==> src/rtl/ceespu_gpu_pkg.sv <==
// ceespu_gpu_pkg
// Constants and types shared by the text-mode GPU blocks (blit engine and
// pixel side).
//   COLS, ROWS : character grid size
//   W, T       : 32-bit words per row / words per screen (4 chars per word)
//   OP_*       : blit command encodings
//   blit_state_e : blit engine sequencing states
package ceespu_gpu_pkg;

  localparam int COLS = 80;
  localparam int ROWS = 30;
  localparam int W    = COLS / 4;
  localparam int T    = W * ROWS;

  localparam logic OP_FILL   = 1'b0;
  localparam logic OP_SCROLL = 1'b1;

  typedef enum logic [2:0] {
    ST_IDLE,
    ST_RD,    // read both RAMs at src
    ST_CAP,   // capture read data into the hold registers
    ST_WR,    // write held data at dst
    ST_FILL,  // write fill pattern at dst
    ST_DONE
  } blit_state_e;

  // Replicate one character/colour byte across a 32-bit RAM word.
  function automatic logic [31:0] fill_word(input logic [7:0] b);
    return {4{b}};
  endfunction

endpackage

==> src/rtl/ceespu_gpu_port_mux.sv <==
// ceespu_gpu_port_mux
// Combinational CPU-vs-engine select for one RAM port A.
//   cpu_hit          : CPU is writing this RAM in this cycle
//   cpu_any          : CPU is writing either RAM; the engine drives both
//                      RAMs in lockstep, so any CPU access blocks it
//   cpu_we/addr/data : CPU request fields
//   eng_en/we/addr/din : engine request fields
//   en/we/addr/din   : port A outputs
//   stall            : engine wanted this port but the CPU owns it
module ceespu_gpu_port_mux #(
  parameter int AW = 10
) (
  input  logic          cpu_hit,
  input  logic          cpu_any,
  input  logic [3:0]    cpu_we,
  input  logic [AW-1:0] cpu_addr,
  input  logic [31:0]   cpu_data,
  input  logic          eng_en,
  input  logic [3:0]    eng_we,
  input  logic [AW-1:0] eng_addr,
  input  logic [31:0]   eng_din,
  output logic          en,
  output logic [3:0]    we,
  output logic [AW-1:0] addr,
  output logic [31:0]   din,
  output logic          stall
);

  always_comb begin
    en   = 1'b0;
    we   = 4'h0;
    addr = '0;
    din  = '0;
    if (cpu_hit) begin
      en   = 1'b1;
      we   = cpu_we;
      addr = cpu_addr;
      din  = cpu_data;
    end else if (eng_en && !cpu_any) begin
      en   = 1'b1;
      we   = eng_we;
      addr = eng_addr;
      din  = eng_din;
    end
  end

  assign stall = eng_en && cpu_hit;

endmodule

==> src/rtl/ceespu_gpu_blit_ctrl.sv <==
// ceespu_gpu_blit_ctrl
// Fill / scroll-up engine owning port A of the text and colour RAMs.
// CPU byte writes have priority; an engine port cycle that collides with
// one simply stalls.
//   I_sys_clk, I_sys_rst_n : clock, synchronous active-low reset
//   I_cpu_*                : CPU write request (we, sel, addr, data)
//   I_cmd_* / O_cmd_ready  : command handshake (op, rows, char, colour)
//   O_text_*, O_colour_*   : RAM port A (en, we, addr, din)
//   I_text_dout, I_colour_dout : RAM read data, one cycle after a read
//   O_busy, O_done         : command in progress / completion pulse
module ceespu_gpu_blit_ctrl
  import ceespu_gpu_pkg::*;
#(
  parameter int COLS = 80,
  parameter int ROWS = 30,
  parameter int AW   = 10
) (
  input  logic          I_sys_clk,
  input  logic          I_sys_rst_n,
  input  logic [3:0]    I_cpu_we,
  input  logic          I_cpu_sel,
  input  logic [AW-1:0] I_cpu_addr,
  input  logic [31:0]   I_cpu_data,
  input  logic          I_cmd_valid,
  output logic          O_cmd_ready,
  input  logic          I_cmd_op,
  input  logic [4:0]    I_cmd_rows,
  input  logic [7:0]    I_cmd_char,
  input  logic [7:0]    I_cmd_colour,
  output logic          O_text_en,
  output logic          O_colour_en,
  output logic [3:0]    O_text_we,
  output logic [3:0]    O_colour_we,
  output logic [AW-1:0] O_text_addr,
  output logic [AW-1:0] O_colour_addr,
  output logic [31:0]   O_text_din,
  output logic [31:0]   O_colour_din,
  input  logic [31:0]   I_text_dout,
  input  logic [31:0]   I_colour_dout,
  output logic          O_busy,
  output logic          O_done
);

  localparam int WPR = COLS / 4;
  localparam int TOT = WPR * ROWS;
  localparam logic [AW-1:0] LAST  = AW'(TOT - 1);
  localparam logic [AW-1:0] TOT_A = AW'(TOT);

  blit_state_e   state, state_nxt;
  logic [AW-1:0] dst, src, wn;
  logic [7:0]    fill_char, fill_col;
  logic [31:0]   hold_t, hold_c;

  logic          accept, stall, stall_t, stall_c, cpu_any;
  int            rows_i;
  logic [AW-1:0] wn_calc, copy_last;

  logic          eng_en;
  logic [3:0]    eng_we;
  logic [AW-1:0] eng_addr;
  logic [31:0]   eng_din_t, eng_din_c;

  assign cpu_any   = |I_cpu_we;
  assign accept    = I_cmd_valid && (state == ST_IDLE);
  assign rows_i    = int'(I_cmd_rows);
  assign wn_calc   = AW'(WPR * rows_i);
  // Last destination of the copy phase; the fill phase starts right after.
  assign copy_last = TOT_A - wn - AW'(1);
  assign stall     = stall_t || stall_c;

  // ---------------- state register ----------------
  always_ff @(posedge I_sys_clk) begin
    if (!I_sys_rst_n) state <= ST_IDLE;
    else              state <= state_nxt;
  end

  // ---------------- next state ----------------
  always_comb begin
    state_nxt = state;
    case (state)
      ST_IDLE: begin
        if (accept) begin
          if (I_cmd_op == OP_FILL || rows_i >= ROWS) state_nxt = ST_FILL;
          else if (rows_i == 0)                      state_nxt = ST_DONE;
          else                                       state_nxt = ST_RD;
        end
      end
      ST_RD:   if (!stall) state_nxt = ST_CAP;
      ST_CAP:  state_nxt = ST_WR;
      ST_WR:   if (!stall) state_nxt = (dst == copy_last) ? ST_FILL : ST_RD;
      ST_FILL: if (!stall && dst == LAST) state_nxt = ST_DONE;
      ST_DONE: state_nxt = ST_IDLE;
      default: state_nxt = ST_IDLE;
    endcase
  end

  // ---------------- counters and hold registers ----------------
  always_ff @(posedge I_sys_clk) begin
    if (!I_sys_rst_n) begin
      dst       <= '0;
      src       <= '0;
      wn        <= '0;
      fill_char <= '0;
      fill_col  <= '0;
      hold_t    <= '0;
      hold_c    <= '0;
    end else begin
      case (state)
        ST_IDLE: begin
          if (accept) begin
            fill_char <= I_cmd_char;
            fill_col  <= I_cmd_colour;
            wn        <= wn_calc;
            dst       <= '0;
            src       <= wn_calc;
          end
        end
        ST_CAP: begin
          hold_t <= I_text_dout;
          hold_c <= I_colour_dout;
        end
        ST_WR: begin
          if (!stall) begin
            dst <= dst + AW'(1);
            src <= src + AW'(1);
          end
        end
        ST_FILL: begin
          if (!stall && dst != LAST) dst <= dst + AW'(1);
        end
        ST_DONE: begin
          dst <= '0;
          src <= '0;
        end
        default: ;
      endcase
    end
  end

  // ---------------- engine port request ----------------
  always_comb begin
    eng_en    = 1'b0;
    eng_we    = 4'h0;
    eng_addr  = dst;
    eng_din_t = hold_t;
    eng_din_c = hold_c;
    case (state)
      ST_RD: begin
        eng_en   = 1'b1;
        eng_addr = src;
      end
      ST_WR: begin
        eng_en = 1'b1;
        eng_we = 4'hF;
      end
      ST_FILL: begin
        eng_en    = 1'b1;
        eng_we    = 4'hF;
        eng_din_t = fill_word(fill_char);
        eng_din_c = fill_word(fill_col);
      end
      default: ;
    endcase
  end

  ceespu_gpu_port_mux #(.AW(AW)) u_text_mux (
    .cpu_hit  (cpu_any && !I_cpu_sel),
    .cpu_any  (cpu_any),
    .cpu_we   (I_cpu_we),
    .cpu_addr (I_cpu_addr),
    .cpu_data (I_cpu_data),
    .eng_en   (eng_en),
    .eng_we   (eng_we),
    .eng_addr (eng_addr),
    .eng_din  (eng_din_t),
    .en       (O_text_en),
    .we       (O_text_we),
    .addr     (O_text_addr),
    .din      (O_text_din),
    .stall    (stall_t)
  );

  ceespu_gpu_port_mux #(.AW(AW)) u_colour_mux (
    .cpu_hit  (cpu_any && I_cpu_sel),
    .cpu_any  (cpu_any),
    .cpu_we   (I_cpu_we),
    .cpu_addr (I_cpu_addr),
    .cpu_data (I_cpu_data),
    .eng_en   (eng_en),
    .eng_we   (eng_we),
    .eng_addr (eng_addr),
    .eng_din  (eng_din_c),
    .en       (O_colour_en),
    .we       (O_colour_we),
    .addr     (O_colour_addr),
    .din      (O_colour_din),
    .stall    (stall_c)
  );

  assign O_cmd_ready = (state == ST_IDLE);
  assign O_busy      = (state != ST_IDLE);
  assign O_done      = (state == ST_DONE);

endmodule

==> config.mk <==
export PLATFORM = sky130hd
export DESIGN_NAME = ceespu_gpu_blit_ctrl
export DESIGN_NICKNAME = d
export VERILOG_FILES = /design/src/rtl/ceespu_gpu_pkg.sv /design/src/rtl/ceespu_gpu_port_mux.sv /design/src/rtl/ceespu_gpu_blit_ctrl.sv
export SDC_FILE = /design/constraint.sdc
export NUM_CORES = 1
export LEC_CHECK = 0
export ABC_AREA = 1
export CAP_MARGIN = 0
export CORE_MARGIN = 8
export CORE_UTILIZATION = 35
export CTS_BUF_LIST = sky130_fd_sc_hd__clkbuf_8 sky130_fd_sc_hd__clkbuf_16
export CTS_CLUSTER_SIZE = 40
export DETAILED_ROUTE_END_ITERATION = 16
export PLACE_DENSITY = 0.64
export SLEW_MARGIN = 20
export SYNTH_ARGS = -nofsm -noshare
export SYNTH_HDL_FRONTEND = slang
export SYNTH_SLANG_ARGS = --single-unit
==> constraint.sdc <==
create_clock -name I_sys_clk -period 4.1 [get_ports I_sys_clk]
set_input_delay 0.615 -clock I_sys_clk [delete_from_list [all_inputs] [get_ports I_sys_clk]]
set_output_delay 0.615 -clock I_sys_clk [all_outputs]
set_load 0.05 [all_outputs]
==> results.cfg <==
[outcome]
status = completed

[timing]
fmaxAchievable_ghz = 0.298
setup_tns_ps = 0
setup_violations = 0
slew_viol_final = 0
rsz0062_at_grt = no
setup_slack_ps = 748
relSlewSlack = 0.390
finClkSkew_ps = 9.38
hold_viol_final = 0
period_needed_ps = 3350
fin_crit_sh = 0.818
worst_pin_slew_ps = 915

[power_and_ir_drop]
peakVddDrop_v = 0.000250
power.leakage_nw = 4.42
powerDensity_nw_per_um2 = 467
finalPower_mw = 4.73

[floorplanning]
coreArea_um2 = 18500
die_w_um = 153
dieArea_um2 = 23300
die_height_um = 153
io_pins = 233
initial_core_util = 0.354
rows = 50

[setup_path]
cp_slowest_cell = clkdlybuf4s50_1
crit_path_end_kind = output pin
worstPathCellList = clkdlybuf4s50_1 -> inv_1 -> nand4_1 -> inv_1 -> nand2_1 -> o21ai_0 -> clkdlybuf4s50_1
regToRegStartpoint = state[2]
arrival_ps = 2740
worstSetupStartpointType = input port
ff2ff_setup_slack_ps = 1650
endpoint = O_text_we[3]
startpoint = I_cpu_we[2]
cp_max_fo = 8
rr_endpoint = wn[7]
worst_ep_required_time_ps = 3480
max_stage_delay_ps = 830
path_class = input port to output pin
r2r_cells = 7

[global_routing]
grt_pass1_wl_mm = 42.0
globalRouteTotalUtil = 0.228
grt_max_degree = 76
grt_pass1_vias = 7415
antenna_found_initial = 3
overflow = 0

[clock_tree]
clkTransAtPathRegs_ps = 70
cts_tree = built
cts_root_buf = clkbuf_16
cts_hold_buf = 0
h-tree-depth = 3
cts_buffers = 9
insertion_delay_ps = 360
post_cts.repair.setup_buffers = 0
cts_resized = 0
clk_path_buf_depth = 2
cts.sinks = 111

[route]
wl_mm = 27.0
routed_via_density = 5.00
post_drt_wl_per_cell_um = 17.8
vias = 7575
drt_iter0_markers = 561
drc = 0
dr.pass1.iters = 5
ant_nets = 0

[synthesis]
netlist.area_leader.share = 0.339
yosysWarnings = 0
syn_nets = 1230
synth_ff_type = dfxtp_1
avgSynthCellArea_um2 = 6.04
synth_edf_count = 0
post_synth_inst_count = 1084
ys_seq_area_frac = 0.339
synth-seq-cells = 111
yosysTopAreaCell = dfxtp_1
ys_types = 38
netlist_area_um2 = 6550
synthArstFlopShare = 0
synth_area_leaders = dfxtp_1 34%, nand2_1 17%, o21ai_0 14%

[finish]
drive_gt1_frac = 0.110
areaGrowthSynthToFinish_pct = 54.8
nets = 1422

[flow_run]
cap_viol_max_count = 0

[place]
dp_slack_ps = 717
dp_hpwl_mm = 21.0
portBuffers = 232
gp_congestion = 0.883

[worst_hold_path]
hp-class = flop to flop
## sequential cells by signal (all words and copies together) (netlist names)
signal / count
dst: 10
wn: 8
src: 10
fill_col: 8
fill_char: 8
hold_c: 32
hold_t: 32
state: 3
## final cells by class
class	count	area, µm²
Timing Repair Buffer	241	3270
Fill cell	1818	8390
Sequential cell	111	2220
Clock inverter	7	61.3
Tap cell	234	293
Antenna cell	1	2.50
Clock buffer	9	225
Multi-Input combinational cell	822	3720
Inverter	91	342
## report_power, final
group	internal (mW)	leakage, nW	switching, mW
clock network	0.426	0.140	0.446
registers	1.31	0.904	0.175
logic	0.812	3.38	1.56
total	2.55	4.42	2.18
## per-layer routing
layer | global-route usage | vias to the layer above | routed length [µm]
met4 | 0.0768 | 4 | 716
li1 | - | 3834 | -
met2 | 0.401 | 266 | 13300
met1 | 0.253 | 3436 | 10700
met5 | 0 | - | 27
met3 | 0.0757 | 35 | 2230
## synthesized netlist by cell type (7+ instances only)
master    count
buf_4         7
buf_2        14
clkbuf_1     35
nor2_1      199
inv_2         7
o21ai_0     186
o21ai_1      13
dfxtp_1     111
ha_1          9
a21oi_1      26
nand3_1      30
nand4_1       7
nand2_1     301
inv_1        82
o211ai_1      8
## worst min-delay path by stage
stage	endpoint	depth (start not counted)	startpoint	slack [ps]
2_1_floorplan	hold_c[0]	2	hold_c[0]	460
3_3_place_gp	hold_t[14]	2	hold_t[14]	460
3_5_place_dp	hold_c[27]	2	hold_c[27]	470
4_1_cts	hold_c[7]	2	hold_c[7]	490
5_1_grt	hold_c[7]	2	hold_c[7]	500
6_report	hold_c[1]	2	hold_c[1]	480
## cells in the final DEF (no fill, tap or decap), types with 2 or more instances in the layout
master           netlist  final
nand2_1              301    300
dfxtp_1              111    111
buf_4                  7      7
a21oi_1               26     26
nand3b_1               2      2
inv_8                  0      2
nand2_2                6      7
a31oi_1                3      3
clkbuf_16              0      9
o21ai_1               13     13
o211ai_1               8      8
nor2_1               199    198
inv_6                  0      2
nand4_1                7      7
or2_2                  3      3
buf_12                 0     88
clkinv_1               2      2
xnor2_1                2      2
nand3_1               30     30
nor3_1                 5      5
o21ai_0              186    186
ha_1                   9      9
clkdlybuf4s50_1        0    145
nor2_2                 4      4
inv_2                  7      8
inv_1                 82     81
xor2_1                 6      6
## critical path, delay by kind of cell
kind / cells / cell delay (ps)
buffers and inverters: 4 / 1530
AOI/OAI and AO/OA: 1 / 110
and+or+nand+nor: 2 / 490
## through the flow
| step | area, µm² | hold WS, ps | std cells | utilization |
|---|---|---|---|---|
| floorplan | 6550 | 455 | 1084 | - |
| global placement | 9840 | 462 | 1499 | 0.532 |
| detailed placement | 9840 | 470 | 1499 | 0.532 |
| CTS | 10100 | 489 | 1515 | 0.547 |
| global route | 10100 | 501 | 1516 | 0.547 |
| finish | 10100 | 484 | 1516 | 0.547 |
## kinds of logic after synthesis
family                   Yosys count  share of synthesized area
AND/OR/NAND/NOR                  561                      0.340
AO/OA/AOI/OAI                    243                      0.195
buffers and inverters            151                     0.0944
flip-flops                       111                      0.339
adder cells (fa/ha/maj)           10                     0.0203
XOR/XNOR                           8                     0.0107
No activity file was read; power rests on OpenSTA's default activity.
